File: src/rtl/fft_pkg.sv
// fft_pkg: shared FFT constants and controller state encoding
package fft_pkg;
  localparam int FFT_N = 16;
  localparam int FFT_ADDR_W = 4;
  localparam int FFT_STAGES = 4;
  typedef enum logic [2:0] {IDLE = 3'd0, LOAD = 3'd1, CALC = 3'd2, WAIT = 3'd3, DONE = 3'd4} fft_state_e;
endpackage

File: src/rtl/fft_wait_cnt.sv
// fft_wait_cnt: loadable down-counter with zero flag, stops at zero
module fft_wait_cnt #(
  parameter int W = 3
) (
  input  logic         clk,
  input  logic         rst,
  input  logic         load_i,
  input  logic         en_i,
  input  logic [W-1:0] val_i,
  output logic         zero_o
);
  logic [W-1:0] cnt_q, cnt_d;
  always_comb cnt_d = load_i ? val_i : (en_i && cnt_q != '0) ? cnt_q - 1'b1 : cnt_q;
  always_ff @(posedge clk or posedge rst)
    if (rst) cnt_q <= '0;
    else cnt_q <= cnt_d;
  assign zero_o = cnt_q == '0;
endmodule

File: src/rtl/fft_stage_ctrl.sv
// fft_stage_ctrl: sequences load/calc/wait passes of fft_reg_stage over all radix-2 stages.
// Define FFT_CTRL_ABORT_EN to add the abort_i input that returns the FSM to IDLE.
module fft_stage_ctrl
  import fft_pkg::*;
#(
  parameter int N           = FFT_N,
  parameter int ADDR_W      = FFT_ADDR_W,
  parameter int STAGES      = FFT_STAGES,
  parameter int STAGE_W     = 2,
  parameter int CALC_CYCLES = 8
) (
  input  logic               clk,
  input  logic               rst,
  input  logic               start_i,
`ifdef FFT_CTRL_ABORT_EN
  input  logic               abort_i,
`endif
  output logic               fill_regs_o,
  output logic               we_regs_o,
  output logic [ADDR_W-1:0]  addr_counter_o,
  output logic               sel_in_o,
  output logic               start_calc_o,
  output logic [STAGE_W-1:0] stage_o,
  output logic               busy_o,
  output logic               done_o
);
  localparam int CW = $clog2(CALC_CYCLES + 1);
  localparam logic [ADDR_W-1:0] ADDR_LAST = ADDR_W'(N - 1);
  localparam logic [STAGE_W-1:0] STAGE_LAST = STAGE_W'(STAGES - 1);
  fft_state_e state_q, state_d;
  logic [ADDR_W-1:0] addr_q, addr_d;
  logic [STAGE_W-1:0] stage_q, stage_d;
  logic sel_q, sel_d, fill_q, fill_d, we_q, we_d, calc_q, calc_d, busy_q, busy_d, done_q, done_d;
  logic wait_zero;
  fft_wait_cnt #(.W(CW)) u_wait (
    .clk    (clk),
    .rst    (rst),
    .load_i (state_q == CALC),
    .en_i   (state_q == WAIT),
    .val_i  (CW'(CALC_CYCLES - 1)),
    .zero_o (wait_zero)
  );
  always_comb begin
    state_d = state_q;
    addr_d  = addr_q;
    stage_d = stage_q;
    sel_d   = sel_q;
    fill_d  = 1'b0;
    we_d    = we_q;
    calc_d  = 1'b0;
    busy_d  = busy_q;
    done_d  = 1'b0;
    case (state_q)
      IDLE: if (start_i) begin
        state_d = LOAD;
        addr_d  = '0;
        stage_d = '0;
        sel_d   = 1'b0;
        fill_d  = 1'b1;
        we_d    = 1'b1;
        busy_d  = 1'b1;
      end
      LOAD: begin
        state_d = addr_q == ADDR_LAST ? CALC : LOAD;
        addr_d  = addr_q == ADDR_LAST ? '0 : addr_q + 1'b1;
        we_d    = addr_q != ADDR_LAST;
        calc_d  = addr_q == ADDR_LAST;
      end
      CALC: state_d = WAIT;
      WAIT: if (wait_zero) begin
        if (stage_q != STAGE_LAST) begin
          state_d = LOAD;
          stage_d = stage_q + 1'b1;
          sel_d   = 1'b1;
          fill_d  = 1'b1;
          we_d    = 1'b1;
          addr_d  = '0;
        end else begin
          state_d = DONE;
          done_d  = 1'b1;
        end
      end
      DONE: begin
        state_d = IDLE;
        sel_d   = 1'b0;
        stage_d = '0;
        busy_d  = 1'b0;
      end
      default: state_d = IDLE;
    endcase
`ifdef FFT_CTRL_ABORT_EN
    if (abort_i && state_q != IDLE) begin
      state_d = IDLE;
      addr_d  = '0;
      stage_d = '0;
      sel_d   = 1'b0;
      fill_d  = 1'b0;
      we_d    = 1'b0;
      calc_d  = 1'b0;
      busy_d  = 1'b0;
      done_d  = 1'b0;
    end
`endif
  end
  always_ff @(posedge clk or posedge rst)
    if (rst) begin
      state_q <= IDLE;
      addr_q  <= '0;
      stage_q <= '0;
      sel_q   <= 1'b0;
      fill_q  <= 1'b0;
      we_q    <= 1'b0;
      calc_q  <= 1'b0;
      busy_q  <= 1'b0;
      done_q  <= 1'b0;
    end else begin
      state_q <= state_d;
      addr_q  <= addr_d;
      stage_q <= stage_d;
      sel_q   <= sel_d;
      fill_q  <= fill_d;
      we_q    <= we_d;
      calc_q  <= calc_d;
      busy_q  <= busy_d;
      done_q  <= done_d;
    end
  assign fill_regs_o    = fill_q;
  assign we_regs_o      = we_q;
  assign addr_counter_o = addr_q;
  assign sel_in_o       = sel_q;
  assign start_calc_o   = calc_q;
  assign stage_o        = stage_q;
  assign busy_o         = busy_q;
  assign done_o         = done_q;
endmodule

File: config.mk
export PLATFORM = sky130hd
export DESIGN_NAME = fft_stage_ctrl
export DESIGN_NICKNAME = d
export VERILOG_FILES = /design/src/rtl/fft_pkg.sv /design/src/rtl/fft_wait_cnt.sv /design/src/rtl/fft_stage_ctrl.sv
export SDC_FILE = /design/constraint.sdc
export NUM_CORES = 1
export LEC_CHECK = 0
export ABC_AREA = 1
export BUFFER_PORTS_ARGS = -buffer_cell sky130_fd_sc_hd__buf_2
export CAP_MARGIN = 20
export CELL_PAD_IN_SITES_DETAIL_PLACEMENT = 0
export CELL_PAD_IN_SITES_GLOBAL_PLACEMENT = 2
export CORE_ASPECT_RATIO = 1.75
export CORE_MARGIN = 2
export CORE_UTILIZATION = 28
export CTS_BUF_LIST = sky130_fd_sc_hd__clkbuf_4
export DETAILED_ROUTE_END_ITERATION = 8
export GPL_TIMING_DRIVEN = 0
export PLACE_DENSITY = 0.71
export SYNTH_ARGS = -nofsm -noshare
export SYNTH_HDL_FRONTEND = slang
export SYNTH_SLANG_ARGS = --single-unit
File: constraint.sdc
create_clock -name clk -period 1.6 [get_ports clk]
set_clock_uncertainty 0.1 [all_clocks]
set_input_delay 0 -clock clk [delete_from_list [all_inputs] [get_ports clk]]
set_output_delay 0 -clock clk [all_outputs]
set_load 0.01 [all_outputs]
Yosys cells after proc, flatten, opt, wreduce, memory -nomap -nowiden
Index checks and enable logic that the tools add are counted.
{"block": "totals", "regBits": 19, "output_inout_bits": 12}
{"block": "classes", "n_eq_ne": 10, "reduce_logical": 12, "muxes": 31, "add_sub_neg": 3}
{"op": "two-way mux 4 bit", "count": 6}
{"op": "case mux 3 bit (4 select lines)", "count": 1}
{"op": "case mux 4 bit (3 select lines)", "count": 1}
{"op": "two-way mux 1 bit", "count": 11}
{"op": "two-way mux 3 bit", "count": 3}
{"op": "two-way mux 2 bit", "count": 4}
{"op": "!= test 2 bit, second input constant", "count": 4}
{"op": "AND reduction 4 bit", "count": 2}
{"op": "equality test 3 x 2 -> 1 bit, second input constant", "count": 2}
{"op": "case mux 1 bit (3 select lines)", "count": 2}
{"op": "case mux 2 bit (3 select lines)", "count": 1}
{"op": "nonzero test 3 bit", "count": 2}
{"op": "adder 4 x 1 -> 4 bit, second input constant", "count": 1}
{"op": "equality test 4 bit, second input constant", "count": 1}
{"op": "zero test 4 bit", "count": 1}
{"op": "!= test 4 bit, second input constant", "count": 1}
{"op": "case mux 1 bit (2 select lines)", "count": 2}
{"op": "AND reduction 2 bit", "count": 2}
{"op": "nonzero test 2 bit", "count": 2}
{"op": "nonzero test 4 bit", "count": 1}
{"op": "subtractor 4 x 1 -> 4 bit, second input constant", "count": 1}
{"op": "equality test 3 x 1 -> 1 bit, second input constant", "count": 1}
{"op": "equality test 3 bit, second input constant", "count": 1}
{"op": "zero test 3 bit", "count": 1}
{"op": "other kinds (2)", "count": 2}

Depth between registers and ports, before layout
{"block": "logic_depth", "word_depth": 4, "ltp_mapped": 9, "mapped_depth_nobuf": 8}

By module
Synthesis repeated with hierarchy kept, for this count alone.
{"block": "hier_totals", "cells_unflattened": 142, "hier_area_um2": 1042.2}
{"mod": "fft_stage_ctrl", "cells_each": 96, "area_each_um2": 757.0, "n_inst": 1}
{"mod": "fft_wait_cnt", "cells_each": 46, "area_each_um2": 285.3, "n_inst": 1}

Worst setup path after synthesis
OpenSTA, ideal clock, no wires.
{"block": "synth_timing", "path_type": "register -> register", "start": "register u_wait.cnt_q[0]", "end": "register sel_q, in the netlist sel_in_o", "n_path_buf": 1, "path_slack_ps": 88, "path_stages_with_launch": 9, "t_arrival_ps": 1289, "period_less_slack_ps": 1512, "t_required_ps": 1377, "setup_ps": 123, "cell_sequence": "dfrtp_1 -> inv_1 -> ha_1 -> nand3_1 -> nand2_2 -> nand2_2 -> buf_6 -> o21ai_0 -> nand2_1"}
{"block": "synth_between", "elab_chain_cells": 3}
{"element": "start: declaration", "line": "fft_wait_cnt.sv:12", "text": "logic [W-1:0] cnt_q, cnt_d;"}
{"element": "start signal: assignment", "line": "fft_wait_cnt.sv:16", "text": "else cnt_q <= cnt_d;"}
{"element": "zero test 4 bit", "line": "fft_wait_cnt.sv:17", "text": "assign zero_o = cnt_q == '0;"}
{"element": "!= test 2 bit (no source line)"}
{"element": "AND reduction 4 bit (no source line)"}
{"element": "end signal: assignment", "line": "fft_stage_ctrl.sv:120", "text": "sel_q <= sel_d;"}
{"element": "end: declaration", "line": "fft_stage_ctrl.sv:33", "text": "logic sel_q, sel_d, fill_q, fill_d, we_q, we_d, calc_q, calc_d, busy_q, busy_d, done_q, done_d;"}
No other way between the ends.
A chain may end at the register's enable or synchronous reset.

Worst setup path after layout
{"block": "layout_timing", "start": "register u_wait.cnt_q[1]", "end": "register stage_q[0], in the netlist stage_o[0]"}
{"block": "layout_between", "elab_chain_cells": 3}
{"element": "zero test 4 bit", "line": "fft_wait_cnt.sv:17"}
{"element": "!= test 2 bit (no source line)"}
{"element": "AND reduction 4 bit (no source line)"}
{"element": "end signal: assignment", "line": "fft_stage_ctrl.sv:119", "text": "stage_q <= stage_d;"}
{"element": "end: declaration", "line": "fft_stage_ctrl.sv:32", "text": "logic [STAGE_W-1:0] stage_q, stage_d;"}
No other way between the ends.

==> out/metrics.csv <==
metric,value,unit
powerDensity,637.4,nW/µm²
drc,0,
diodes,0,
cp_top_family,flip-flops,
cts_tree,built,
cts_max_path_buffers,2,
power_frac_seq,63.1,%
whs,0.2686,ns
grt_max_degree,20,
p_leak,0.0006388,µW
regArea,475.5,µm²
io_buffers,14,
gp_congestion,0.7053,
htreeDepth,1,
fp.dieW,48.14,µm
grt_pass1_vias,799,
power_switching,161.5,µW
slew_viol_final,0,
ys_seq_area_share,49.80,%
ys_ff_latch,19,
via_per_inst,4.418,
worstMarginPinSlew,0.7638,ns
coreArea,3328,µm²
cp.arrival,1.56,ns
die_h,81.25,µm
cpPeakStageDelay,0.39,ns
io_pins,15,
netlist_area,954.7,µm²
rsz0062_at_grt,false,
cp.depth,8,
rr_endpoint,stage_o[0],
clockRootBuffer,clkbuf_4,
power_frac_comb,2.2,%
maxCapViolations,0,
syn_inst,120,
fin_crit,1.464,ns
grt_overflow,0,
r2r_cells,8,
r2r-start,u_wait.cnt_q[1],
finalSetupTns,0,ns
syn_area_per_cell,7.956,µm²
final_core_util,35.86,%
slew_headroom,49.02,%
path_buf_inv,2,
critPathSlowestCell,dfrtp_1,
multi_input_area,436.7,µm²
cts.reportedPaths.clkPinSlew,0.11,ns
antenna_found_initial,0,
drive_above_1_share,24.31,%
critical_path.max_fanout,10,
syn_nets,126,
synth_cell_types,20,
rows,28,
fmax,682.9,MHz
cp_cell_sequence,inv_1 -> ha_4 -> nand3_4 -> nand2_4 -> nand2_2 -> buf_6 -> o21ai_0 -> nand2_1,
required,1.70,ns
swShare,21.22,%
setup_violations,0,
grt_usage,13.19,%
power.total,760.8,µW
start_util,28.68,%
fillers,372,
postRouteAntennaNets,0,
path_class,register to register,
irDropWorstVdd,0.4254,mV
drt_iter0_markers,15,
drtPass1Iterations,4,
p_clk_share,34.8,%
intPower,599.3,µW
fp.dieArea,3911,µm²
grt_pass1_wl,3.622,mm
worstSetupStartpointType,register,
status,finished clean,
synth_warnings,0,
finalHoldViolations,0,
vias,835,
fin_crit_sh,91.53,%
cts_buffers,3,
holdCritPathClass,input port to async pin,
routed_wl,2.095,mm
end_kind,register,
clk_latency,0.30,ns
nets,151,
place_hpwl,1.584,mm
clock_sinks,19,
r2r_slack,0.14,ns
wl_per_cell,11.08,µm
syn_to_final_growth,25.03,%
[cell usage after synthesis]
cell type / number / area share (%)
nand3b_1: 1 / 0.79
o211ai_1: 1 / 0.79
o21ai_1: 5 / 2.6
ha_1: 3 / 3.9
inv_2: 2 / 0.79
nand3_1: 14 / 7.3
nor2_1: 12 / 4.7
or2_2: 1 / 0.66
nor3_2: 1 / 1.0
nand2_2: 2 / 1.3
dfrtp_1: 19 / 50
a21oi_1: 2 / 1.0
buf_4: 1 / 0.79
nor2_2: 1 / 0.66
nand4_1: 2 / 1.3
o21ai_0: 4 / 2.1
nand2_1: 34 / 13
buf_6: 1 / 1.2
inv_1: 13 / 5.1
or2_1: 1 / 0.66
[routing by layer]
metal	vias to the layer above	GRT usage, %	part of all wire, %
li1	430	-	-
met1	391	14.34	40
met2	10	22.63	56
met3	4	2.000	1.6
met4	0	7.297	2.3
met5	-	0	0
[logic make-up after synthesis]
| family | count (synthesis) | synth area share [%] |
|---|---|---|
| AND/OR/NAND/NOR | 69 | 31.85 |
| flip-flops | 19 | 49.80 |
| buffers and inverters | 17 | 7.865 |
| AO/OA/AOI/OAI | 12 | 6.553 |
| adder cells (fa/ha/maj) | 3 | 3.932 |
[area by class of cell]
cell class / instances / share of cell area, %
flip-flops and latches: 19 / 39.83
clock buffers: 4 / 2.516
well taps: 45 / 4.717
multi-input cells: 84 / 36.58
inverters: 15 / 4.717
plain buffers: 2 / 1.572
repair buffers: 20 / 10.06
[worst reg2reg max path, cell delays in order (launching register included)]
cell	delay (ns)
dfrtp_1	0.39
inv_1	0.12
ha_4	0.17
nand3_4	0.10
nand2_4	0.09
nand2_2	0.06
buf_6	0.14
o21ai_0	0.14
nand2_1	0.06
[layout by cell type (no fill, tap or decap), types with 2 or more instances in the layout]
cell,n
a21oi_1,2
buf_2,14
o21ai_1,7
buf_4,5
nand3_1,13
inv_2,3
o21ai_0,2
nand2_1,34
nor2_2,2
dfrtp_1,19
inv_1,12
dlygate4sd3_1,2
nor2_1,11
clkbuf_4,4
nand4_1,2
ha_1,2
[metrics by stage]
stage	cell area (µm²)	setup slack, ns	cells
floorplan	954.7	0.08817	120
global placement	1081	-0.1310	179
detailed placement	1081	-0.1369	179
CTS	1159	0.01103	187
global route	1194	0.005056	189
finish	1194	0.1356	189
[worst max-delay path by stage]
stage	start	to
after floorplan	u_wait.cnt_q[0]	sel_in_o
after global placement	u_wait.cnt_q[0]	stage_o[1]
after detailed placement	u_wait.cnt_q[0]	stage_o[1]
after CTS	u_wait.cnt_q[0]	stage_o[1]
after global routing	stage_o[0]	addr_counter_o[0]
final	u_wait.cnt_q[1]	stage_o[0]
[state kept, by name, summed over array words and instances, names as in the netlist]
signal	cells
addr_counter_o	4
busy_o	1
done_o	1
fill_regs_o	1
sel_in_o	1
stage_o	2
start_calc_o	1
state_q	3
u_wait.cnt_q	4
we_regs_o	1
[what timing repair did]
item                       4_1_cts  5_1_grt
setup endpoints to repair        9       13
hold endpoints to repair        21        0
hold buffers                     2        0
setup buffers                    2        2
resized for setup                3        6
pin swaps                        1        1
[power groups by stage]
stage | clock [µW] | combinational (µW) | sequential, µW
after CTS | 278 | 17.7 | 480
after global routing | 300 | 18.8 | 480
after global placement | 0 | 13.5 | 489
after detailed placement | 0 | 13.9 | 489
final | 264 | 16.4 | 480
after floorplan | 0 | 7.57 | 489
Note: power is estimated with default switching activity, not from simulation.
